[src/rtl/qtcore_scan_master.sv]
// qtcore_scan_master: bit-serial scan-chain initiator for the qtcore A1 scan
// interface. It exchanges a full chain image with the core and can run the
// core until it halts or a cycle budget expires.
// Optional feature macro: QTCORE_SCAN_MASTER_RUN_EN (RUN / GAP2 / SHIFT2 path).
`timescale 1ns/1ps
module qtcore_scan_master #(
  parameter int unsigned CHAIN_LEN = 168,
  parameter int unsigned RUN_W     = 16
) (
  input  logic                 clk_in,
  input  logic                 rst_n_in,
  input  logic                 start_in,
  input  logic [1:0]           mode_in,
  input  logic [CHAIN_LEN-1:0] chain_in,
  input  logic [RUN_W-1:0]     max_cycles_in,
  input  logic                 scan_data_in,
  output logic                 scan_en_out,
  output logic                 scan_data_out,
  output logic                 proc_en_out,
  output logic [CHAIN_LEN-1:0] chain_out,
  output logic [RUN_W-1:0]     cycles_out,
  output logic                 busy_out,
  output logic                 done_out,
  output logic                 halted_out
);

  localparam int unsigned BIT_W = $clog2(CHAIN_LEN);
`ifdef QTCORE_SCAN_MASTER_RUN_EN
  localparam bit RUN_EN = 1'b1;
`else
  localparam bit RUN_EN = 1'b0;
`endif

  localparam logic [1:0] MODE_RUN  = 2'b01;
  localparam logic [1:0] MODE_XRX  = 2'b10;

  typedef enum logic [2:0] {
    IDLE   = 3'd0,
    SHIFT1 = 3'd1,
    GAP1   = 3'd2,
    RUN    = 3'd3,
    GAP2   = 3'd4,
    SHIFT2 = 3'd5
  } state_t;

  state_t               state_q, state_d;
  logic [CHAIN_LEN-1:0] shreg_q;
  logic [1:0]           mode_q;
  logic [RUN_W-1:0]     budget_q;
  logic [RUN_W-1:0]     run_cnt_q;
  logic [BIT_W-1:0]     bit_cnt_q;
  logic [RUN_W-1:0]     cycles_q;
  logic                 halted_q;
  logic                 scan_en_q, busy_q, done_q;

  logic shift_c, last_bit_c, run_exit_c, halt_hit_c, proc_en_c;
  logic scan_en_d, busy_d, done_d;

  // Next-state decode, run exit detection and registered-output precompute
  always_comb begin
    state_d    = state_q;
    shift_c    = 1'b0;
    run_exit_c = 1'b0;
    halt_hit_c = 1'b0;
    proc_en_c  = 1'b0;
    last_bit_c = (bit_cnt_q == BIT_W'(CHAIN_LEN - 1));
    case (state_q)
      IDLE: begin
        if (start_in) state_d = (RUN_EN && mode_in == MODE_RUN) ? RUN : SHIFT1;
      end
      SHIFT1: begin
        shift_c = 1'b1;
        if (last_bit_c) state_d = GAP1;
      end
      GAP1: begin
        state_d = (RUN_EN && mode_q == MODE_XRX) ? RUN : IDLE;
      end
      RUN: begin
        // halt line may still show a stale flag right after a load
        halt_hit_c = (run_cnt_q >= RUN_W'(4)) && scan_data_in;
        run_exit_c = (run_cnt_q == budget_q) || halt_hit_c;
        proc_en_c  = RUN_EN && !run_exit_c;
        if (run_exit_c) state_d = (mode_q == MODE_XRX) ? GAP2 : IDLE;
      end
      GAP2: begin
        state_d = SHIFT2;
      end
      SHIFT2: begin
        shift_c = 1'b1;
        if (last_bit_c) state_d = IDLE;
      end
      default: state_d = IDLE;
    endcase
    done_d    = (state_d == IDLE) && (state_q != IDLE);
    busy_d    = (state_d != IDLE) || done_d;
    scan_en_d = (state_d == SHIFT1) || (state_d == SHIFT2);
  end

  // State register and glitch-free control outputs
  always_ff @(posedge clk_in or negedge rst_n_in) begin
    if (!rst_n_in) begin
      state_q   <= IDLE;
      scan_en_q <= 1'b0;
      busy_q    <= 1'b0;
      done_q    <= 1'b0;
    end else begin
      state_q   <= state_d;
      scan_en_q <= scan_en_d;
      busy_q    <= busy_d;
      done_q    <= done_d;
    end
  end

  // Command capture, chain shifting and run-cycle accounting
  always_ff @(posedge clk_in or negedge rst_n_in) begin
    if (!rst_n_in) begin
      shreg_q   <= '0;
      mode_q    <= '0;
      budget_q  <= '0;
      run_cnt_q <= '0;
      bit_cnt_q <= '0;
      cycles_q  <= '0;
      halted_q  <= 1'b0;
    end else begin
      if (state_q == IDLE && start_in) begin
        shreg_q   <= chain_in;
        mode_q    <= mode_in;
        budget_q  <= max_cycles_in;
        run_cnt_q <= '0;
        bit_cnt_q <= '0;
        cycles_q  <= '0;
        halted_q  <= 1'b0;
      end
      if (shift_c) begin
        shreg_q   <= {shreg_q[CHAIN_LEN-2:0], scan_data_in};
        bit_cnt_q <= last_bit_c ? '0 : bit_cnt_q + BIT_W'(1);
      end
      if (state_q == RUN) begin
        if (run_exit_c) begin
          cycles_q <= run_cnt_q;
          halted_q <= halt_hit_c;
        end else begin
          run_cnt_q <= run_cnt_q + RUN_W'(1);
        end
      end
    end
  end

  assign scan_en_out   = scan_en_q;
  assign busy_out      = busy_q;
  assign done_out      = done_q;
  assign scan_data_out = shreg_q[CHAIN_LEN-1];
  assign chain_out     = shreg_q;
  assign proc_en_out   = proc_en_c;
  assign cycles_out    = RUN_EN ? cycles_q : '0;
  assign halted_out    = RUN_EN ? halted_q : 1'b0;

endmodule
[config.mk]
export PLATFORM = sky130hd
export DESIGN_NAME = qtcore_scan_master
export DESIGN_NICKNAME = d
export VERILOG_FILES = /design/src/rtl/qtcore_scan_master.sv
export SDC_FILE = /design/constraint.sdc
export NUM_CORES = 1
export LEC_CHECK = 0
export BUFFER_PORTS_ARGS = -buffer_cell sky130_fd_sc_hd__clkbuf_2
export CORE_MARGIN = 5
export CORE_UTILIZATION = 30
export CTS_BUF_LIST = sky130_fd_sc_hd__clkbuf_2
export DETAILED_ROUTE_END_ITERATION = 6
export SKIP_CTS_REPAIR_TIMING = 1
export SLEW_MARGIN = 10
export SYNTH_ARGS = -nofsm -noshare
export SYNTH_HDL_FRONTEND = slang
export SYNTH_SLANG_ARGS = --single-unit
[constraint.sdc]
create_clock -name clk_in -period 3.1 [get_ports clk_in]
set_input_delay 0.62 -clock clk_in [delete_from_list [all_inputs] [get_ports clk_in]]
set_output_delay 0.62 -clock clk_in [all_outputs]
set_load 0.01 [all_outputs]
-- Word level (Yosys, flattened, before mapping)
Index checks and enable logic that the tools add are counted.
- bits in registers: 216
- input port bits: 190
- $lt $le $gt $ge: 1
- muxes and demuxes: 16
- reductions and logical operators: 12
- add/subtract/negate cells: 2
- equal/unequal tests: 9
- operators with widths (kind ; count):
    $mux 168 ; 2
    $mux 16 ; 3
    $mux 8 ; 3
    $add 16x1->16 const B ; 1
    $eq 16x16->1 ; 1
    $ge 16x3->1 const B ; 1
    $mux 3 ; 5
    $pmux 3 s5 ; 1
    $eq 3x3->1 const B ; 3
    $add 8x1->8 const B ; 1
    $eq 8x8->1 const B ; 1
    $eq 3x1->1 const B ; 2
    $logic_not 3->1 ; 2
    $reduce_bool 3->1 ; 2
    $eq 3x2->1 const B ; 1
    $logic_and 1x1->1 ; 3
    $logic_or 1x1->1 ; 3
    $eq 2x2->1 const B ; 1
    $mux 1 ; 2
    $reduce_bool 2->1 ; 1
    $reduce_or 2->1 ; 1

-- Longest topological paths before layout
Gate-level depths: netlist of the first run.
- depth after elaboration: 8
- mapped depth: 8
- depth with buffers taken out: 6

-- Worst setup path after synthesis of the first run
OpenSTA, ideal clock, no wires.
- path kind: input port to flip-flop
- start: input port start_in
- end: register shreg_q[48], in the netlist chain_out[48]
- stages on the path: 5
- arrival: 1.563 ns
- slack: 1.396 ns
- path buffers: 2
- cells stage by stage: or4b_1 -> clkbuf_1 -> buf_2 -> nand2_1 -> a31oi_1
- word-level cells in the longest chain between the ends: 2
- ends and longest elaborated chain (what ; RTL line ; text):
    start: declaration ; 12 ; input logic start_in,
    $logic_and 1x1->1 ; 125 ; if (state_q == IDLE && start_in) begin
    $reduce_bool 2->1 (no source line) ; - ;
    end signal: assignment ; 126 ; shreg_q <= chain_in;
    end signal: assignment ; 135 ; shreg_q <= {shreg_q[CHAIN_LEN-2:0], scan_data_in};
    end: declaration ; 47 ; logic [CHAIN_LEN-1:0] shreg_q;
No other way between the ends.
A chain may end at the register's enable or synchronous reset.

-- Worst setup path in the final report of the first run
- start: register run_cnt_q[12]
- end: register run_cnt_q[1]
- word-level cells in the longest chain between the ends: 6
- ends and longest elaborated chain (what ; RTL line ; text):
    start: declaration ; 50 ; logic [RUN_W-1:0] run_cnt_q;
    start signal: assignment ; 143 ; run_cnt_q <= run_cnt_q + RUN_W'(1);
    $ge 16x3->1 ; 80 ; halt_hit_c = (run_cnt_q >= RUN_W'(4)) && scan_data_in;
    $logic_and 1x1->1 ; 80 ;
    $logic_or 1x1->1 (*) ; 81 ; run_exit_c = (run_cnt_q == budget_q) || halt_hit_c;
    $mux 1 (*) ; 67 ; case (state_q)
    $mux 16 (*) ; 139 ; if (run_exit_c) begin
    $mux 16 (*) ; 138 ; if (state_q == RUN) begin
Mark *: on every way between the ends. The rest lies on a longest branch, timed or not.

==> impl_results.md, run 1 <==
* Status: complete, no violations
* Worst skew pair latency at 0.82 ns
* Hold slack at ~0.074 ns
* Wire per inst at 15.4 um
* Leak at 7.25 nW
* FFs w/ async S/R, synth at 100%
* Layout cells sized above 1 at 26.7%
* Initial DRC Count at 660
* Core area at 0.0334 sq mm
* Clk sinks at 216
* First-pass GRT wire length at ~52000 um
* Fill cells at ~3300
* Vias at 10500
* Hold Path Cell Cnt at 3
* Hold Crit Start: chain_in[81]
* Cells after Synth at 1213
* Clock skew at 0.0549 ns
* CTS tree: done
* CTS H-tree depth at 2
* CP max stage cell: dfrtp_1
* CP top delay family: simple AND/OR/NAND/NOR gates
* Post-DRT Antenna Nets at 0
* Fmax at 473 MHz
* Max Cap Viol at 0
* Total Wirelength at 34200 um
* R2r endpoint: run_cnt_q[1]$_DFF_PN0_
* Worst Path Arrival at about 2.8 ns
* CP Class: register to register
* Yosys warns at 0
* Worst endpoint required time at 3.81 ns
* Worst R2R Path Depth at 5
* Routability cong. at 0.853
* Hold Vio Cnt, Final at 0
* Final period util at 68.2%
* Worst Hold End: chain_out[81]$_DFFE_PN0P_
* Netlist cell types at about 40
* Post-synth EDFFs at 0
* Fin Setup TNS at 0 ns
* First-pass iteration count of the detailed router at 6
* Critical Path End Type: register
* Post-layout nets at 1922
* Die Y at ~190 um
* Hold WC Path Type: input pin to register
* Area delta synth->final at 42.7%
* PwrDens at a little over 900 mW/mm^2
* Crit path buffers/inverters at 0
* Worst slew pin tran at 0.665 ns
* Top cells by area, synth: dfrtp_1, nand2_1, a31oi_1
* Sequential area share after synthesis at 53.3%
* HPWL after detailed placement at about 22000 um
* Total grt overflow at 0
* Initial antenna violation count at 1
* Critical R2R Launch: run_cnt_q[12]$_DFF_PN0_
* Crit path time final at 2.11 ns
* Final Max Slew Viols at 0
* Crit-path cells: nor4_1 -> a41oi_1 -> nor2_2 -> nand2_1 -> mux2_1
* DIE WIDTH at roughly 190 um
* CTS max path bufs at 3
* Die area at 0.0376 sq mm
* Worst Setup Start Kind: register
* Largest net degree at the start of global routing at between 100 and 150
* Number of port buffers at 361
* Maximum fanout along the worst path at 12
* Reg2reg setup slack at between 0.9 and 1 ns
* # IOs at 380
* Crit path largest cell delay at between 0.4 and 0.5 ns
* DRC at 0
* Post-synth top flop: dfrtp_1
* Avg Inst Size Synth at ~8.4 sq um
* Clk slew on worst S/H paths at 0.10 ns
* Synth area leader: dfrtp_1
* Netlist Area Pre-Place at 0.0101 sq mm
* Root buffer cell: clkbuf_2
* Number of CTS-inserted buffers at 58
* Initial core utilization at 30.3%
* Share of the synthesized area in the top cell type at a little over half
* Unrepaired setup endpoints after global routing: no
* Final setup vio count at 0
* DR vias/cell at 4.73
* Vias in the first global route at 9760
* Tot GR Track Use at about 16%
* Row cnt at 67
* Slew HR at 55.7%
* Worst vdd ir at 0.739 mV
* Top-count cell post-synth: nand2_1
* Synth Register Bits at 216
* Commonest cells post-synth: nand2_1, dfrtp_1, nor2_1, a31oi_1, clkbuf_1
## cell usage in the layout (no fill, tap or decap), types with 4 or more instances in the layout
cell type	instances
clkinv_1	10
nand4_1	13
mux2i_1	12
xor2_1	17
buf_12	8
a21o_1	4
nor2_1	179
dlygate4sd3_1	172
a31oi_1	169
dfrtp_1	216
nand2_1	413
buf_4	5
and3_1	6
nor4_1	7
clkbuf_2	444
inv_1	9
nand3_1	11
conb_1	18
o21ai_0	14
## worst max path at each step
stage	cells past startpoint	end	from
finish	5	run_cnt_q[1]$_DFF_PN0_	run_cnt_q[12]$_DFF_PN0_
global route	5	bit_cnt_q[3]$_DFFE_PN0P_	state_q[0]$_DFF_PN0_
CTS	1	chain_out[106]	chain_out[106]$_DFFE_PN0P_
detailed placement	6	run_cnt_q[2]$_DFF_PN0_	start_in
global placement	6	run_cnt_q[2]$_DFF_PN0_	start_in
floorplan	5	chain_out[48]$_DFFE_PN0P_	start_in
## worst reg2reg max path, cell delays in order, from the launching register on
cell and delay [ns]:
dfrtp_1 0.47, nor4_1 0.33, a41oi_1 0.20, nor2_2 0.39, nand2_1 0.25, mux2_1 0.36
## cells by family after synthesis
group / count (synthesis) / share of synthesized area [%]
AO/OA/AOI/OAI: 198 / 12.2
XOR/XNOR: 17 / 1.47
adder cells (fa/ha/maj): 3 / 0.370
buffers and inverters: 116 / 5.78
flip-flops: 216 / 53.3
multiplexers: 13 / 1.29
other: 1 / 0.0369
AND/OR/NAND/NOR: 649 / 25.6
## area by class of cell
| cell class | count | area, sq um | share of cell area (%) |
|---|---|---|---|
| diodes | 2 | 5.00 | 0.0346 |
| clock buffers | 84 | 420 | 2.90 |
| clock inverters | 14 | 80.1 | 0.553 |
| inverters | 9 | 33.8 | 0.233 |
| multi-input cells | 898 | 4240 | 29.3 |
| flip-flops and latches | 216 | 5410 | 37.3 |
| well taps | 448 | 561 | 3.87 |
| repair buffers | 546 | 3740 | 25.8 |
## through the flow
step                      std cells  util [%]  instance area, sq um  power, mW  setup WS, ns
after detailed placement       1945      36.6                 12300       11.3         0.850
final                          2217      43.3                 14500       13.4         0.986
after global routing           2216      43.3                 14500       14.6         0.759
after floorplan                1230         -                 10200       8.94          1.40
after CTS                      2043      38.1                 12800       13.3         0.867
after global placement         1945      36.6                 12300       11.1         0.866
## registers in the layout, indices dropped and copies added, names as in the netlist
signal / cells
run_cnt_q: 16
state_q: 3
done_out: 1
chain_out: 168
busy_out: 1
scan_en_out: 1
mode_q: 2
budget_q: 16
bit_cnt_q: 8
## power by group
group          internal, mW  switching, mW
Sequential             4.05           1.07
Clock                 0.801           1.20
Combinational          2.39           3.85
## per-layer routing
| metal | up-vias | part of all wire (%) | global-route usage, % |
|---|---|---|---|
| met4 | 0 | 2.6 | 6.04 |
| met1 | 4907 | 42 | 21.1 |
| li1 | 5083 | - | - |
| met3 | 65 | 6.9 | 4.31 |
| met2 | 427 | 49 | 26.6 |
| met5 | - | 0 | 0 |
No activity file was read; power rests on OpenSTA's default activity.
==> run 2, diff against run 1 <==
clock period = 1.79 ns   (was 3.1 ns; I/O delays follow)
==> run 2 against run 1 <==
The flow now finishes with violations (setup timing); hold slack better by 0.045 ns; clock power is 72% higher; design area is 15% higher; critical path type unchanged; largest cell class is now buffers; highest routed layer unchanged.
==> impl_results.md, run 2 (synthesis gave the netlist of run 1 again) <==
* Die area at 0.0376 sq mm (unchanged)
* CTS H-tree depth at 2 (unchanged)
* Crit path largest cell delay at 0.71 ns (+0.24 ns)
* Failing checks: setup timing
* Core area at 0.0334 sq mm (unchanged)
* Maximum fanout along the worst path at 19 (+7)
* Reg2reg setup slack at -0.07 ns (-1.05 ns)
* Wire per inst at 16.2 um (+4.8%)
* HPWL after detailed placement at 23100 um (+3.2%)
* Post-route insts no fill at 2407 (+8.6%)
* Final worst setup slack at -0.0655 ns (-1.05 ns)
* DR vias/cell at 4.76 (+0.67%)
* Root buffer cell: clkbuf_2
* DIE WIDTH at 194 um (unchanged)
* Final setup vio count at 47 (+47)
* Area delta synth->final at 63.8%
* CP Class: register to register
* Initial DRC Count at 674 (+2.1%)
* First-pass GRT wire length at 52000 um (-0.26%)
* Hold WC Path Type: input pin to asynchronous set/reset pin
* Leak at 8.35 nW (+15%)
* Die Y at 194 um (unchanged)
* # IOs at 380 (unchanged)
* Row cnt at 67 (unchanged)
* Crit path buffers/inverters at 2 (+2)
* Critical Path End Type: register
* Worst Setup Start Kind: register
* Crit-path cells: or4b_4 -> buf_12 -> clkbuf_16 -> nand2_1 -> a31oi_1
* Final Max Slew Viols at 0 (unchanged)
* Dpl cell area at 0.0127 sq mm (+3.4%)
* Total Wirelength at 38900 um (+14%)
* Clk pwr share at 12.9% (-2.1 points)
* Place WS at -0.0656 ns (-0.915 ns)
* CP max stage cell: or4b_4
* Max Cap Viol at 0 (unchanged)
* CP top delay family: simple AND/OR/NAND/NOR gates
* CTS max path bufs at 3 (unchanged)
* Worst Path Arrival at 2.59 ns (-0.23 ns)
* Pint at 15.1 mW (+110%)
* Flop pwr share at 32.9% (-5.4 points)
* Number of CTS-inserted buffers at 58 (unchanged)
* Initial core utilization at 30.3% (unchanged)
* Most frequent cells in the layout: nand2_1, clkbuf_2, dfrtp_1
* Hold slack at 0.119 ns (+0.0447 ns)
* Fin area at 0.0166 sq mm (+15%)
* Commonest non-fill, non-tap cell in the layout: nand2_1
* Total grt overflow at 0 (unchanged)
* Number of port buffers at 361 (unchanged)
* Tot GR Track Use at 16.4% (+0.033 points)
* Post-DRT Antenna Nets at 0 (unchanged)
* Worst R2R Path Depth at 5 (unchanged)
* Switching Power at 11.6 mW (+89%)
* Worst skew pair latency at 0.88 ns (+0.06 ns)
* Worst vdd ir at 0.795 mV (+7.5%)
* Layout cells sized above 1 at 34.3% (+7.5 points)
* Crit path time final at 1.86 ns (-0.258 ns)
* Status: complete, but fails checks
* Placed Cells incl. Taps at 1984 (+2.0%)
* Final period util at 104% (+35 points)
* Fin Setup TNS at -1.23 ns (-1.23 ns)
* DRC at 0 (unchanged)
* Sw frac at 43.4% (-2.4 points)
* CTS tree: done
* Hold Vio Cnt, Final at 0 (unchanged)
* Critical R2R Launch: state_q[0]$_DFF_PN0_
* First-pass iteration count of the detailed router at 6 (unchanged)
* Clk sinks at 216 (unchanged)
* Clk slew on worst S/H paths at 0.13 ns (+0.03 ns)
* Worst endpoint required time at 2.52 ns (-1.29 ns)
* Post-layout nets at 2105 (+9.5%)
* R2r endpoint: chain_out[98]$_DFFE_PN0P_
* Initial antenna violation count at 3 (+2)
* Vias in the first global route at 9861 (+1.0%)
* Part of the power in combinational logic at 54.3% (+7.6 points)
* Max reg flops at 168 (unchanged)
* Fmax at 539 MHz (+14%)
* Vias at 11500 (+9.3%)
* PwrDens at 1610 mW/mm^2 (+74%)
* Largest net degree at the start of global routing at 79 (-41%)
* Unrepaired setup endpoints after global routing: yes
* Routability cong. at 0.860 (+0.84%)
* Clock skew at 0.0225 ns (-0.0323 ns)
-- run 2: cell type report --
cell class,instances,area [sq um]
Fill cell,3006,16800
Timing Repair Buffer,728,5710
Antenna cell,3,7.51
Sequential cell,216,5420
Tap cell,448,561
Clock inverter,16,65.1
Inverter,9,33.8
Clock buffer,88,440
Multi-Input combinational cell,899,4380
-- run 2: worst max path at each step --
stage | startpoint | to | cells past startpoint
global route | chain_out[106]$_DFFE_PN0P_ | chain_out[106] | 1
detailed placement | run_cnt_q[12]$_DFF_PN0_ | run_cnt_q[2]$_DFF_PN0_ | 6
global placement | run_cnt_q[4]$_DFF_PN0_ | run_cnt_q[2]$_DFF_PN0_ | 6
floorplan | run_cnt_q[3]$_DFF_PN0_ | run_cnt_q[1]$_DFF_PN0_ | 6
finish | state_q[0]$_DFF_PN0_ | chain_out[98]$_DFFE_PN0P_ | 5
CTS | chain_out[7]$_DFFE_PN0P_ | chain_out[7] | 1
-- run 2: worst register-to-register path: stages, from the launching register on --
cell	delay, ns
dfrtp_2	0.48
or4b_4	0.71
buf_12	0.19
clkbuf_16	0.18
nand2_1	0.08
a31oi_1	0.09
-- run 2: power by group through the flow --
stage | sequential (mW) | clock (mW) | combinational, mW
floorplan | 9.28 | 0 | 6.20
global placement | 8.85 | 0 | 11.2
detailed placement | 8.91 | 0 | 11.3
CTS | 8.82 | 3.61 | 11.4
global route | 8.99 | 3.90 | 16.0
finish | 8.78 | 3.44 | 14.5
-- run 2: through the flow --
step | power (mW) | util (%)
2_1_floorplan | 15.5 | -
3_3_place_gp | 20.0 | 37.9
3_5_place_dp | 20.2 | 37.9
4_1_cts | 23.8 | 39.4
5_1_grt | 28.9 | 49.7
6_report | 26.7 | 49.7
-- run 2: per-layer routing --
layer | global-route usage (%) | routed length (um)
met5 | 0 | 0
met4 | 5.99 | 1320
met3 | 4.29 | 2650
met2 | 26.2 | 19000
met1 | 21.6 | 16000
